==> src/rtl/serial_pattern_capture_if.sv <==
// Bus bundle for serial_pattern_capture: capture controls in, frame and status out.
interface serial_pattern_capture_if #(
    parameter int NBITS = 17,
    parameter int CW    = 5
);
    logic             START;
    logic             EN;
    logic             D;
    logic [NBITS-1:0] C;
    logic [CW-1:0]    CNT;
    logic             BUSY;
    logic             DONE;

    modport master (output START, EN, D, input C, CNT, BUSY, DONE);
    modport slave  (input START, EN, D, output C, CNT, BUSY, DONE);
endinterface

==> src/rtl/serial_pattern_capture.sv <==
// Serial frame capture: collects NBITS strobed bits LSB first into a shadow
// register and publishes the whole frame on C only when it is complete.
//
// state   | meaning
// IDLE    | waiting for START; strobes ignored
// CAPTURE | collecting bits on EN strobes
module serial_pattern_capture #(
    parameter int NBITS = 17,
    parameter int CW    = 5
) (
    input  logic                    CK,
    input  logic                    RST,
    serial_pattern_capture_if.slave bus
);
    typedef enum logic {
        IDLE,
        CAPTURE
    } state_t;

    state_t           state;
    logic [CW-1:0]    cnt;
    logic [NBITS-2:0] shadow;
    logic [NBITS-1:0] frame;
    logic             done;

    always_ff @(posedge CK or posedge RST) begin
        if (RST) begin
            state  <= IDLE;
            cnt    <= '0;
            shadow <= '0;
            frame  <= '0;
            done   <= 1'b0;
        end else begin
            done <= 1'b0;
            case (state)
                IDLE: begin
                    if (bus.START) begin
                        state  <= CAPTURE;
                        cnt    <= '0;
                        shadow <= '0;
                    end
                end
                CAPTURE: begin
                    // START restarts the frame and discards any bit strobed alongside it
                    if (bus.START) begin
                        cnt    <= '0;
                        shadow <= '0;
                    end else if (bus.EN) begin
                        if (cnt == CW'(NBITS - 1)) begin
                            frame <= {bus.D, shadow};
                            done  <= 1'b1;
                            cnt   <= '0;
                            state <= IDLE;
                        end else begin
                            for (int i = 0; i < NBITS - 1; i++) begin
                                if (cnt == CW'(i)) shadow[i] <= bus.D;
                            end
                            cnt <= cnt + CW'(1);
                        end
                    end
                end
                default: state <= IDLE;
            endcase
        end
    end

    assign bus.C    = frame;
    assign bus.CNT  = cnt;
    assign bus.BUSY = (state == CAPTURE);
    assign bus.DONE = done;
endmodule

==> src/flat_wrapper.sv <==
// flat-port wrapper written by rule: the top's interface ports become plain ports
module serial_pattern_capture_flat 
#(
    parameter int NBITS = 17,
    parameter int CW    = 5
)
  (CK, RST, bus_START, bus_EN, bus_D, bus_C, bus_CNT, bus_BUSY, bus_DONE);
  serial_pattern_capture_if #(.NBITS(NBITS), .CW(CW)) bus_i ();
  input  logic CK;
  input  logic RST;
  input wire logic [$bits(bus_i.START)-1:0] bus_START;
  input wire logic [$bits(bus_i.EN)-1:0] bus_EN;
  input wire logic [$bits(bus_i.D)-1:0] bus_D;
  output wire logic [$bits(bus_i.C)-1:0] bus_C;
  output wire logic [$bits(bus_i.CNT)-1:0] bus_CNT;
  output wire logic [$bits(bus_i.BUSY)-1:0] bus_BUSY;
  output wire logic [$bits(bus_i.DONE)-1:0] bus_DONE;
  assign bus_i.START = bus_START;
  assign bus_i.EN = bus_EN;
  assign bus_i.D = bus_D;
  assign bus_C = bus_i.C;
  assign bus_CNT = bus_i.CNT;
  assign bus_BUSY = bus_i.BUSY;
  assign bus_DONE = bus_i.DONE;
  serial_pattern_capture #(.NBITS(NBITS), .CW(CW)) u_core (.CK(CK), .RST(RST), .bus(bus_i));
endmodule
==> config.mk <==
export PLATFORM = sky130hd
export DESIGN_NAME = serial_pattern_capture_flat
export DESIGN_NICKNAME = d
export VERILOG_FILES = /design/src/rtl/serial_pattern_capture_if.sv /design/src/rtl/serial_pattern_capture.sv /design/src/flat_wrapper.sv
export SDC_FILE = /design/constraint.sdc
export NUM_CORES = 1
export LEC_CHECK = 0
export ABC_CLOCK_PERIOD_IN_PS = 2280
export BUFFER_PORTS_ARGS = -buffer_cell sky130_fd_sc_hd__buf_2
export CAP_MARGIN = 20
export CORE_ASPECT_RATIO = 0.5
export CORE_MARGIN = 2
export CORE_UTILIZATION = 56
export CTS_CLUSTER_DIAMETER = 150
export DETAILED_ROUTE_END_ITERATION = 12
export GPL_TIMING_DRIVEN = 1
export PLACE_DENSITY_LB_ADDON = 0.2
export SYNTH_ARGS = -nofsm -noshare
export SYNTH_HDL_FRONTEND = slang
export SYNTH_SLANG_ARGS = --single-unit
==> constraint.sdc <==
create_clock -name CK -period 2.28 [get_ports CK]
set_input_delay 0.456 -clock CK [delete_from_list [all_inputs] [get_ports CK]]
set_output_delay 0.456 -clock CK [all_outputs]
set_load 0.02 [all_outputs]
==> results of run 1 <==
[worst max path at each step]
stage | from | to | slack, ns | depth (start not counted)
CTS | u_core.bus.CNT[0] | u_core.bus.C[14] | 0.29 | 6
detailed placement | u_core.bus.CNT[0] | u_core.bus.C[14] | 0.31 | 6
finish | u_core.bus.CNT[0] | u_core.bus.C[14] | 0.28 | 6
global route | u_core.bus.CNT[0] | u_core.bus.C[14] | 0.15 | 6
global placement | u_core.bus.CNT[0] | u_core.bus.C[3] | 0.41 | 6
floorplan | u_core.bus.CNT[0] | u_core.bus.C[0] | 0.26 | 6
[cell type report]
cell class              count  area [sq um]  share of cell area, %
repair buffers             32         170.2                  7.719
inverters                   8         30.03                  1.362
multi-input cells         100         853.3                  38.71
flip-flops and latches     40          1001                  45.40
clock inverters             2         15.01                 0.6810
clock buffers               6         82.58                  3.746
well taps                  42         52.55                  2.384
[metal layers]
metal	track usage [%]	vias to the layer above	wire length (um)
met3	5.435	5	210
met1	32.17	677	2020
li1	-	653	-
met2	28.33	40	1617
met4	7.385	0	37
met5	0	-	0
[critical path: cells and delay by family (launching register included)]
family / cells / cell delay [ns]
buf+inv: 2 / 0.37
simple gates: 2 / 0.36
flops: 1 / 0.45
fa+ha+maj: 1 / 0.36
mux: 1 / 0.35
[cells in the final DEF, fill, tap and decap left out, drive strengths merged]
cell type,count
nand2,9
and3b,2
nor2b,1
dfrtp,40
a21oi,10
mux2,17
nand3b,3
nand4bb,1
mux2i,3
nand3,5
inv,8
ha,5
and2,1
o21a,1
and4bb,1
and4b,1
a311oi,3
a31o,5
o21ai,2
and3,3
nand4,6
a21boi,1
and2b,1
or3,2
clkinvlp,2
nor3,1
clkbuf,6
buf,32
a21o,1
and4,3
nor3b,1
nor4bb,1
a32o,4
o22a,1
o32ai,1
a31oi,4
[cell families (layout without fill, tap and decap cells)]
group	Yosys count	in the layout
adder cells (fa/ha/maj)	5	5
AO/OA/AOI/OAI	33	33
buffers and inverters	19	48
multiplexers	20	20
AND/OR/NAND/NOR	42	42
flip-flops	40	40
[power by group]
group	switching, mW	internal (mW)
logic	0.0668	0.0261
clock network	0.252	0.245
registers	0.00631	0.715
[per-stage QoR]
stage	setup slack, ns	util, %	instances	instance area (sq um)
6_report	0.2837	65.26	230	2205
5_1_grt	0.1524	65.26	230	2205
4_1_cts	0.2879	65.26	230	2205
3_5_place_dp	0.3064	62.37	222	2107
3_3_place_gp	0.4068	62.37	222	2107
2_1_floorplan	0.2609	-	159	1952
[state kept, by name, indices dropped and copies added (netlist names)]
| signal | cells |
|---|---|
| u_core.shadow | 16 |
| u_core.bus.DONE | 1 |
| u_core.bus.C | 17 |
| u_core.bus.CNT | 5 |
| u_core.bus.BUSY | 1 |
==> summary.txt, run 1 <==
Worst setup path
  – Startpoint types: flip-flop
  – R2R setup slack: 0.28 ns
  – Critical path class: flip-flop to flip-flop
  – CP Data Required Time: 2.46 ns
  – R2r startpoint: u_core.bus.CNT[0]
  – CP max stage delay: 0.45 ns
  – R2R depth: 6
  – Worst setup EP type: flip-flop
  – Critical path arrival: 2.18 ns
  – Crit Reg-Reg Endpoint: u_core.bus.C[14]
  – Critical Path Slowest Stage Cell: dfrtp_1
  – Crit Path Max Fanout: 11
  – Critical-path cell list: inv_1, ha_1, nand4bb_4, nor3_4, buf_4, mux2_2

Clocking
  – Clock sink count: 40
  – Clock slew at reported path FFs: 0.08 ns
  – Num CTS Buffers: 5
  – Root buffer cell: clkbuf_8
  – Number of gates resized after CTS: 0
  – Max clock buf depth: 2
  – Clock Latency Late Sink: 0.30 ns
  – Htree depth: 2
  – CTS tree: done
  – Hold_buf cts: 0
  – Postcts setup bufs: 0

Synth
  – Commonest cells in the netlist: dfrtp_1 (40), a21oi_1 (10), mux2_4 (9)
  – Sequential-to-total area share from yosys stat: 51.28%
  – Post-Syn Area: 1952 sq um
  – Async S/R FF share, synth: 100.0%
  – Cells after synthesis: 159
  – Cell variety after synth: 39
  – Warnings, synthesis: 0
  – Top-count cell post-synth: dfrtp_1
  – Largest family of logic cells by synthesized area: simple AND/OR/NAND/NOR gates
  – #FFs+latches synth: 40
  – Yosys top cell area share: 51.28%
  – Synth Area in Adders: 3.205%
  – Post-synthesis mux area share: 13.08%
  – Synth Area in Simple Gates: 15.38%
  – Synth Area in XOR/XNOR: 0%
  – Area leader, netlist: dfrtp_1
  – Synthesized net count: 169
  – Avg Cell Area, Syn: 12.28 sq um
  – Largest cells by area after synthesis: dfrtp_1 (51%), mux2_4 (6.9%), mux2_2 (4.6%)
  – Top_reg_cell synth: dfrtp_1
  – Compound-Gate Fraction of Synth Area: 12.05%
  – Post-synth EDFFs: 0

Timing
  – Clock skew: 0.005461 ns
  – Worst-Margin Slew: 0.5046 ns
  – Hold Vio Cnt, Final: 0
  – Slew HR: 66.36%
  – Final TNS setup: 0 ns
  – Fin. max-slew vios: 0
  – Setup violations, final: 0
  – Final period utilization: 87.56%
  – Final Critical Period: 1.996 ns
  – Worst Hold Margin: 0.2675 ns
  – Peak Freq: 500.9 MHz
  – RSZ-0062 raised after global routing: no

Floorplan
  – Die W: 87.49 um
  – Row cnt: 15
  – IO Count: 29
  – Starting Density: 57.78%
  – Die Ht: 45.75 um
  – Die area: 4002 sq um
  – Core region area: 3378 sq um

Global route
  – Initial antenna violation count: 0
  – Global Route Usage Sum: 20.93%
  – First-pass GRT wire length: 6161 um
  – GRT overflow: 0
  – Number of global-route vias before repair: 1190
  – Largest net degree at the start of global routing: 41

Placement
  – GPL Wtd Cong: 0.7806
  – Hpwl dp: 2652 um
  – Port buffer count: 28

Final layout
  – Nets: 197
  – Share of layout cells above drive strength 1: 35.11%
  – Area growth, synth to finish: 12.95%
  – Diode count: 0
  – FILL cells: 287

Route
  – DRT Wirelength: 3885 um
  – Routed vias: 1375
  – Pre-antenna DRT Iters: 4
  – Vias per Instance: 5.978
  – Residual DRC: 0
  – Final ANT Viol Nets: 0
  – DR iter-0 viols: 112
  – Wire per inst: 16.89 um

Job
  – Max-cap violations: 0

Power and ir drop
  – Power consumption: 1.311 mW
  – Cell area power density: 594.8 nW/um^2
  – Peak VDD IR: 0.3327 mV
  – P_leak: 1.095 nW

Hold path
  – Hold WC Path Type: input pin to async pin

Run status
  – Run status: finished, final reports clean
No activity file was read; power rests on OpenSTA's default activity.
==> run 2, diff against run 1 <==
--- a/config.mk
+++ b/config.mk
@@ -15,6 +15,7 @@
 export DETAILED_ROUTE_END_ITERATION = 12
 export GPL_TIMING_DRIVEN = 1
 export PLACE_DENSITY_LB_ADDON = 0.2
+export REMOVE_ABC_BUFFERS = 1
 export SYNTH_ARGS = -nofsm -noshare
 export SYNTH_HDL_FRONTEND = slang
 export SYNTH_SLANG_ARGS = --single-unit
==> summary.txt, run 2 (synthesis results as in run 1) <==
Floorplan
  – IO Count: 29
  – Row cnt: 15
  – Starting Density: 57.78%
  – Die Ht: 45.75 um
  – Core region area: 3378 sq um
  – Die area: 4002 sq um
  – Die W: 87.49 um

Final layout
  – Area growth, synth to finish: 13.85%
  – Most common cell after layout, fill and taps aside: dfrtp_1
  – Post-Layout Cell Count: 230
  – Nets: 197
  – Max reg flops: 17
  – Share of layout cells above drive strength 1: 35.11%
  – Diode count: 0
  – Final core utilization: 65.78%
  – Most frequent cells in the layout: dfrtp_1 (40), buf_2 (28), a21oi_1 (10)
  – Design Area, Final: 2222 sq um

Timing
  – RSZ-0062 raised after global routing: no
  – Peak Freq: 500.0 MHz
  – Final worst setup slack: 0.2798 ns
  – Final Critical Period: 2.000 ns
  – Clock skew: 0.005515 ns
  – Hold Vio Cnt, Final: 0
  – Fin. max-slew vios: 0
  – Final period utilization: 87.73%
  – Setup violations, final: 0
  – Final TNS setup: 0 ns
  – Worst Hold Margin: 0.2611 ns
  – Slew HR: 60.85%
  – Worst-Margin Slew: 0.5794 ns

Worst setup path
  – CP Data Required Time: 2.47 ns
  – R2R depth: 6
  – Crit path from: u_core.bus.CNT[0]
  – Critical path class: flip-flop to flip-flop
  – Critical path arrival: 2.19 ns
  – Crit Path Max Fanout: 13
  – R2R setup slack: 0.28 ns
  – Crit Reg-Reg Endpoint: u_core.bus.C[3]
  – Worst setup EP type: flip-flop
  – Startpoint types: flip-flop
  – R2r startpoint: u_core.bus.CNT[0]

Clocking
  – Postcts setup bufs: 0
  – Root buffer cell: clkbuf_8
  – Hold_buf cts: 0
  – Clock Latency Late Sink: 0.30 ns
  – Clock slew at reported path FFs: 0.08 ns
  – Max clock buf depth: 2
  – Clock sink count: 40
  – Num CTS Buffers: 5
  – CTS tree: done
  – Htree depth: 2
  – Number of gates resized after CTS: 0

Placement
  – Port buffer count: 28
  – GPL Wtd Cong: 0.9429
  – Placed insts: 222
  – Dpl ws: 0.3048 ns
  – Placed Area: 2107 sq um
  – Hpwl dp: 2496 um

Global route
  – Initial antenna violation count: 0
  – GRT overflow: 0
  – Number of global-route vias before repair: 1164
  – Largest net degree at the start of global routing: 41
  – First-pass GRT wire length: 5947 um
  – Global Route Usage Sum: 20.27%

Route
  – DRT Wirelength: 3724 um
  – Routed vias: 1366
  – Final ANT Viol Nets: 0
  – Residual DRC: 0
  – Pre-antenna DRT Iters: 4
  – Vias per Instance: 5.939
  – Wire per inst: 16.19 um
  – DR iter-0 viols: 63

Power and ir drop
  – Peak VDD IR: 0.4235 mV
  – P_leak: 1.106 nW
  – Power consumption: 1.417 mW
  – Cell area power density: 637.7 nW/um^2

Run status
  – Run status: finished, final reports clean

Job
  – Max-cap violations: 0

Hold path
  – Hold WC Path Type: input pin to async pin
## run 2: cell count changes in the layout (fill, tap and decap cells not counted), sizes merged
cell	change
clkbuf	-1
bufinv	+1
inv	+1
clkinvlp	-1
## run 2: per-layer routing
metal / global-route usage [%] / part of all wire [%] / up-vias
met4: 7.385 / 1.2 / 0
met1: 31.24 / 51 / 658
met5: 0 / 0 / -
met2: 26.67 / 40 / 50
li1: - / - / 650
met3: 5.978 / 7.1 / 8
## run 2: worst max-delay path, stage by stage (launching register included)
cell and delay (ns):
dfrtp_1 0.44, inv_1 0.12, ha_1 0.34, nand4bb_4 0.19
nor3_4 0.17, buf_4 0.26, mux2_2 0.35
## run 2: how the worst max path moves through the flow
| stage | slack, ns | to |
|---|---|---|
| 3_3_place_gp | 0.39 | u_core.bus.C[3] |
| 4_1_cts | 0.28 | u_core.bus.C[4] |
| 3_5_place_dp | 0.30 | u_core.bus.C[4] |
| 6_report | 0.28 | u_core.bus.C[3] |
| 5_1_grt | 0.13 | u_core.bus.C[15] |
| 2_1_floorplan | 0.07 | u_core.bus.C[10] |
## run 2: cell type report
class                           count  area [sq um]
Clock buffer                        5         68.82
Clock inverter                      3         46.29
Tap cell                           42         52.55
Timing Repair Buffer               32         170.2
Fill cell                         267          1156
Inverter                            8         30.03
Sequential cell                    40          1001
Multi-Input combinational cell    100         853.3
## run 2: where the power goes
| group | internal [mW] | switching, mW | total, mW |
|---|---|---|---|
| Sequential | 0.715 | 0.00597 | 0.721 |
| Clock | 0.330 | 0.276 | 0.605 |
| Combinational | 0.0261 | 0.0648 | 0.0909 |
